## config.mk

```make
export PLATFORM = sky130hd
export DESIGN_NAME = mem_stall_responder
export DESIGN_NICKNAME = d
export VERILOG_FILES = /design/src/rtl/mem_stall_pkg.sv /design/src/rtl/mem_stall_responder_lfsr16.sv /design/src/rtl/mem_stall_responder.sv
export SDC_FILE = /design/constraint.sdc
export NUM_CORES = 1
export LEC_CHECK = 0
export ABC_CLOCK_PERIOD_IN_PS = 2800
export CAP_MARGIN = 20
export CORE_MARGIN = 2
export CORE_UTILIZATION = 48
export DETAILED_ROUTE_END_ITERATION = 7
export PLACE_DENSITY = 0.83
export REMOVE_ABC_BUFFERS = 1
export SLEW_MARGIN = 20
export SYNTH_ARGS = -nofsm -noshare
export SYNTH_HDL_FRONTEND = slang
export SYNTH_SLANG_ARGS = --single-unit
```

## constraint.sdc

```tcl
create_clock -name clk_i -period 2.8 [get_ports clk_i]
set_input_delay 0.28 -clock clk_i [delete_from_list [all_inputs] [get_ports clk_i]]
set_output_delay 0.28 -clock clk_i [all_outputs]
set_load 0.01 [all_outputs]
```

## src/rtl/mem_stall_pkg.sv

```systemverilog
// Shared types and constants for the stalling req/gnt memory responder.
package mem_stall_pkg;
  localparam int AW = 32;
  localparam int DW = 32;

  typedef logic [AW-1:0] addr_t;
  typedef logic [DW-1:0] data_t;
  typedef logic [DW-1:0] strb_t;

  // Right-shifting Galois taps for x^16+x^14+x^13+x^11+1
  localparam logic [15:0] LfsrPoly = 16'hB400;

  typedef enum logic {IDLE, WAIT} stall_state_e;

  function automatic logic [15:0] lfsr_next(input logic [15:0] s);
    return s[0] ? ((s >> 1) ^ LfsrPoly) : (s >> 1);
  endfunction
endpackage

```

## src/rtl/mem_stall_responder_lfsr16.sv

```systemverilog
// 16-bit Galois LFSR that advances only when enabled.
module lfsr16
  import mem_stall_pkg::*;
#(
  parameter logic [15:0] Seed = 16'hACE1
) (
  input  logic        clk_i,
  input  logic        rst_ni,
  input  logic        en_i,
  output logic [15:0] state_o
);
  logic [15:0] r_state;

  always_ff @(posedge clk_i or negedge rst_ni) begin
    if (!rst_ni)   r_state <= Seed;
    else if (en_i) r_state <= lfsr_next(r_state);
  end

  assign state_o = r_state;
endmodule

```

## src/rtl/mem_stall_responder.sv

```systemverilog
// req/gnt responder in front of an SRAM word port: injects bounded random
// grant stalls, tracks statistics and flags initiator protocol violations.
module mem_stall_responder
  import mem_stall_pkg::*;
#(
  parameter int          AddrWidth = 32,
  parameter int          DataWidth = 32,
  parameter logic [15:0] LfsrSeed  = 16'hACE1,
  parameter int          MaxStall  = 8,
  parameter int          CntWidth  = 32
) (
  input  logic                 clk_i,
  input  logic                 rst_ni,
  input  logic                 req_i,
  output logic                 gnt_o,
  input  logic [AddrWidth-1:0] addr_i,
  input  logic                 we_i,
  input  logic [DataWidth-1:0] wdata_i,
  input  logic [DataWidth-1:0] strb_i,
  output logic [DataWidth-1:0] rdata_o,
  output logic                 rvalid_o,
  output logic                 mem_req_o,
  output logic                 mem_we_o,
  output logic [AddrWidth-1:0] mem_addr_o,
  output logic [DataWidth-1:0] mem_wdata_o,
  output logic [DataWidth-1:0] mem_wmask_o,
  input  logic [DataWidth-1:0] mem_rdata_i,
  input  logic                 stall_en_i,
  input  logic [7:0]           stall_thresh_i,
  output logic [CntWidth-1:0]  xfer_cnt_o,
  output logic [CntWidth-1:0]  stall_cnt_o,
  output logic                 proto_err_o
);
  localparam int RunW = (MaxStall < 1) ? 1 : $clog2(MaxStall + 1);

  logic [15:0]          w_lfsr;
  logic                 w_unused_lfsr_hi;
  logic [RunW-1:0]      r_stall_run;
  logic                 w_stall_now, w_hs, w_stall_cyc;
  stall_state_e         r_state, w_state_nxt;
  logic                 w_capture, w_err_set, w_fields_chg;
  logic [AddrWidth-1:0] r_cap_addr;
  logic                 r_cap_we;
  logic [DataWidth-1:0] r_cap_wdata, r_cap_strb;
  logic                 r_proto_err, r_rvalid;
  logic [DataWidth-1:0] r_rdata_q;
  logic [CntWidth-1:0]  r_xfer_cnt, r_stall_cnt;

  lfsr16 #(.Seed(LfsrSeed)) u_lfsr (
    .clk_i   (clk_i),
    .rst_ni  (rst_ni),
    .en_i    (req_i),
    .state_o (w_lfsr)
  );

  assign w_unused_lfsr_hi = ^w_lfsr[15:8];

  // Once the run hits MaxStall the pending request is granted regardless of the LFSR
  assign w_stall_now = stall_en_i & (w_lfsr[7:0] < stall_thresh_i)
                     & (r_stall_run < RunW'(MaxStall));
  assign gnt_o       = rst_ni & req_i & ~w_stall_now;
  assign w_hs        = req_i & gnt_o;
  assign w_stall_cyc = req_i & ~gnt_o;

  assign mem_req_o   = w_hs;
  assign mem_we_o    = we_i;
  assign mem_addr_o  = addr_i >> 2;
  assign mem_wdata_o = wdata_i;
  assign mem_wmask_o = strb_i;

  assign w_fields_chg = ({addr_i, we_i, wdata_i, strb_i}
                      != {r_cap_addr, r_cap_we, r_cap_wdata, r_cap_strb});

  always_comb begin
    w_state_nxt = r_state;
    w_capture   = 1'b0;
    w_err_set   = 1'b0;
    case (r_state)
      IDLE: begin
        if (w_stall_cyc) begin
          w_state_nxt = WAIT;
          w_capture   = 1'b1;
        end
      end
      WAIT: begin
        if (!req_i) begin
          w_err_set   = 1'b1;
          w_state_nxt = IDLE;
        end else begin
          w_err_set = w_fields_chg;
          if (w_hs) w_state_nxt = IDLE;
        end
      end
      default: w_state_nxt = IDLE;
    endcase
  end

  always_ff @(posedge clk_i or negedge rst_ni) begin
    if (!rst_ni) begin
      r_state     <= IDLE;
      r_stall_run <= '0;
      r_cap_addr  <= '0;
      r_cap_we    <= 1'b0;
      r_cap_wdata <= '0;
      r_cap_strb  <= '0;
      r_proto_err <= 1'b0;
      r_rvalid    <= 1'b0;
      r_rdata_q   <= '0;
      r_xfer_cnt  <= '0;
      r_stall_cnt <= '0;
    end else begin
      r_state     <= w_state_nxt;
      r_stall_run <= w_stall_cyc ? r_stall_run + 1'b1 : '0;
      if (w_capture) begin
        r_cap_addr  <= addr_i;
        r_cap_we    <= we_i;
        r_cap_wdata <= wdata_i;
        r_cap_strb  <= strb_i;
      end
      if (w_err_set) r_proto_err <= 1'b1;
      r_rvalid <= w_hs & ~we_i;
      if (r_rvalid) r_rdata_q <= mem_rdata_i;
      if (w_hs && r_xfer_cnt != '1)         r_xfer_cnt  <= r_xfer_cnt + 1'b1;
      if (w_stall_cyc && r_stall_cnt != '1) r_stall_cnt <= r_stall_cnt + 1'b1;
    end
  end

  // Read data shows the live SRAM word in the rvalid cycle, then the held copy
  assign rdata_o     = r_rvalid ? mem_rdata_i : r_rdata_q;
  assign rvalid_o    = r_rvalid;
  assign xfer_cnt_o  = r_xfer_cnt;
  assign stall_cnt_o = r_stall_cnt;
  assign proto_err_o = r_proto_err;
endmodule

```

==> impl_metrics.csv <==
group,metric,value,unit
worst_setup_path,worstPathMaxFanout,3,
sta,worst_pin_slew,0.773,ns
synthesis,synth_most_common_cell,"dfrtp_1",
power,p_per_area,792,nW/um^2
clocking,cts.sinks,216,
worst_setup_path,required,2.52,ns
sta,setup_viol,0,
synthesis,synth-edff-count,0,
worst_setup_path,path_cells,"ha_1 > a211oi_1 > nand2_1 > o2111ai_2 > nand2_1 > clkdlybuf4s50_1",
worst_setup_path,ff2ff_path_depth,8,
synthesis,post_synth_num_cell_types,59,
clocking,clk_pin_slew,0.06,ns
synthesis,yosys_warnings,0,
die,die_w,156,um
detailed_routing,drtPass1Iterations,4,
die,fp-row-count,55,
run_status,outcome,"finished clean",
synthesis,syn_inst,925,
synthesis,ys.flop_type,"dfrtp_1",
clocking,cts_max_level,1,
detailed_routing,vias_per_cell,5.29,
worst_setup_path,path_common_cell,"nand2_1",
synthesis,async_flop_share,100,%
sta,skew,0.0116,ns
sta,slew_headroom,47.2,%
synthesis,synthTopCellsByArea,"dfrtp_1 47%, mux2_2 12%, buf_4 7.1%",
final_layout,stdcell_area,14900,um^2
synthesis,synth_seq_cells,216,
placement,placed_area,14000,um^2
global_routing,first_global_vias,8076,
final_layout,drive_above_1_share,17.9,%
worst_hold_path,hp-class,"in -> async",
power,vdd_drop_max,0.000440,V
clocking,cts_tree,"yes",
sta,min_period_over_period,94.2,%
die,initial_core_util,48.9,%
clocking,cts-root-buf,"clkbuf_16",
placement,hpwl,20200,um
synthesis,seq_area_frac_synth,49.1,%
sta,timing.final.crit_period,2.64,ns
sta,rsz0062_at_grt,"false",
clocking,clockBufferDepth,3,
placement,gp_congestion,0.839,
power,leakagePower,6.21,nW
sta,setup_tns,0,ns
synthesis,netlist_top_cells_count,"208 x dfrtp_1, 114 x mux2_2, 105 x buf_4, 77 x xnor2_1, 50 x inv_1",
worst_setup_path,critical_path.slowest_cell,"clkdlybuf4s50_1",
global_routing,overflow,0,
worst_setup_path,cp.arrival,2.36,ns
detailed_routing,vias,7866,
detailed_routing,drt_iter0_markers,328,
sta,hold_viol,0,
global_routing,grtUsageTotal,21.7,%
die,coreArea,22600,um^2
clocking,post-cts-setup-buffers,0,
worst_setup_path,slowest_delay,0.48,ns
final_layout,stdcell_count,1487,
placement,dp.cells,1442,
worst_setup_path,critPathKind,"reg -> out",
detailed_routing,drc_errors,0,
final_layout,layout.nets,1335,
worst_setup_path,cp.depth,6,
die,dieArea,24200,um^2
synthesis,syn_avg_cell_area,11.9,um^2
placement,post-place-ws,0.0967,ns
placement,io_buffers,335,
worst_setup_path,path_delay_family,"buffers and inverters",
worst_setup_path,r2r_setup_slack,0.45,ns
global_routing,antenna_found_initial,1,
final_layout,syn_to_final_growth,34.8,%
clocking,cts_buffers,24,
flow_run,cap_viol_max_count,0,
clocking,insertion_delay,0.51,ns
synthesis,synth_area,11000,um^2
synthesis,yosys.area.top_type,"dfrtp_1",
detailed_routing,routed_wl,26900,um
die,ios,338,
die,die-height,156,um
synthesis,synth_top_area_share,47.2,%
sta,slew_viol_final,0,
sta,layout_setup_ws,0.162,ns
sta,holdWs,0.283,ns
global_routing,grt_pass1_wl,42100,um
worst_setup_path,worst_setup_path_start_kind,"flop",
sta,fmax,379,MHz
worst_setup_path,crit_buf_inv,1,
detailed_routing,wire_per_inst,18.1,um
worst_setup_path,end_kind,"primary output",
detailed_routing,ant_nets,0,
global_routing,grt_max_degree,135,
-- kinds of logic (layout without fill, tap and decap cells) --
| kind of cell | count (synthesis) | count (layout) | synth area share (%) |
|---|---|---|---|
| flops | 216 | 216 | 49.1 |
| simple gates | 204 | 204 | 11.2 |
| buf+inv | 173 | 448 | 10.0 |
| mux | 144 | 144 | 15.0 |
| xor+xnor | 123 | 123 | 9.76 |
| compound gates | 54 | 54 | 3.74 |
| fa+ha+maj | 10 | 10 | 1.13 |
| other cells | 1 | 3 | 0.0340 |
-- sequential cells by signal (all words and copies together) (netlist names) --
register        count
xfer_cnt_o         32
r_stall_run         4
r_cap_addr         32
r_cap_we            1
proto_err_o         1
r_cap_strb         32
r_state             1
u_lfsr.state_o     16
r_cap_wdata        32
stall_cnt_o        32
rvalid_o            1
r_rdata_q          32
-- metal layers --
metal | wire (um) | vias to the layer above | share of wire [%] | track usage (%)
met5 | 0 | - | 0 | 0
met4 | 869 | 0 | 3.2 | 6.86
met3 | 1400 | 58 | 5.2 | 3.75
met2 | 13400 | 264 | 50 | 38.1
met1 | 11200 | 3865 | 42 | 27.3
li1 | - | 3679 | - | -
-- where the power goes --
part | internal, mW | switching [mW]
clock network | 1.93 | 1.24
registers | 4.22 | 0.678
logic | 2.22 | 1.50
-- stage by stage --
step | util (%) | power, mW
floorplan | - | 6.88
global placement | 62.2 | 8.48
detailed placement | 62.2 | 8.66
CTS | 65.8 | 11.9
global route | 65.9 | 12.4
finish | 65.9 | 11.8
-- placed cells by master (no fill, tap or decap), drive strengths merged, types with 2 or more instances in the layout --
cell	n
xnor2	77
clkinvlp	2
nand2b	6
conb	2
nand3	40
dfstp	8
a31oi	2
a22o	3
nor4	21
nand2	22
nand4	41
xor2	46
and2	4
clkinv	6
mux2	143
a221oi	5
inv	50
and4	7
o2bb2ai	4
ha	10
nor2	22
a2111oi	5
nor2b	10
buf	19
o211ai	3
nor3	8
clkbuf	35
a2111o	2
nand4b	2
and3	19
o2111ai	3
clkdlybuf4s50	333
dfrtp	208
o22ai	14
a21oi	8
a211oi	2
-- worst paths after layout --
check,startpoint,endpoint
max in group asynchronous,rst_ni,stall_cnt_o[6]$_DFFE_PN0P_
hold reg to reg,r_stall_run[0]$_DFF_PN0_,r_stall_run[0]$_DFF_PN0_
min in group clk_i,addr_i[1],r_cap_addr[1]$_DFFE_PN0P_
setup / recovery,u_lfsr.state_o[3]$_DFFE_PN0P_,mem_req_o
hold / removal,rst_ni,u_lfsr.state_o[2]$_DFFE_PN0P_
setup reg to reg,u_lfsr.state_o[3]$_DFFE_PN0P_,r_cap_wdata[11]$_DFFE_PN0P_
-- cell type report --
type,count,area [um^2]
antenna,1,2.50
tap,285,357
clock buffer,35,743
inverter,51,191
sequential,216,5420
fill,1690,7700
timing repair buffer,354,3570
multi-input combinational,537,4520
clock inverter,8,70.1
-- timing repair --
item                                   4_1_cts  5_1_grt
gates resized for setup                      0        3
setup endpoints to repair                    0        2
hold buffers                                 1        0
endpoints found under the hold margin       22        0
Power figures use the tool's default switching activity.
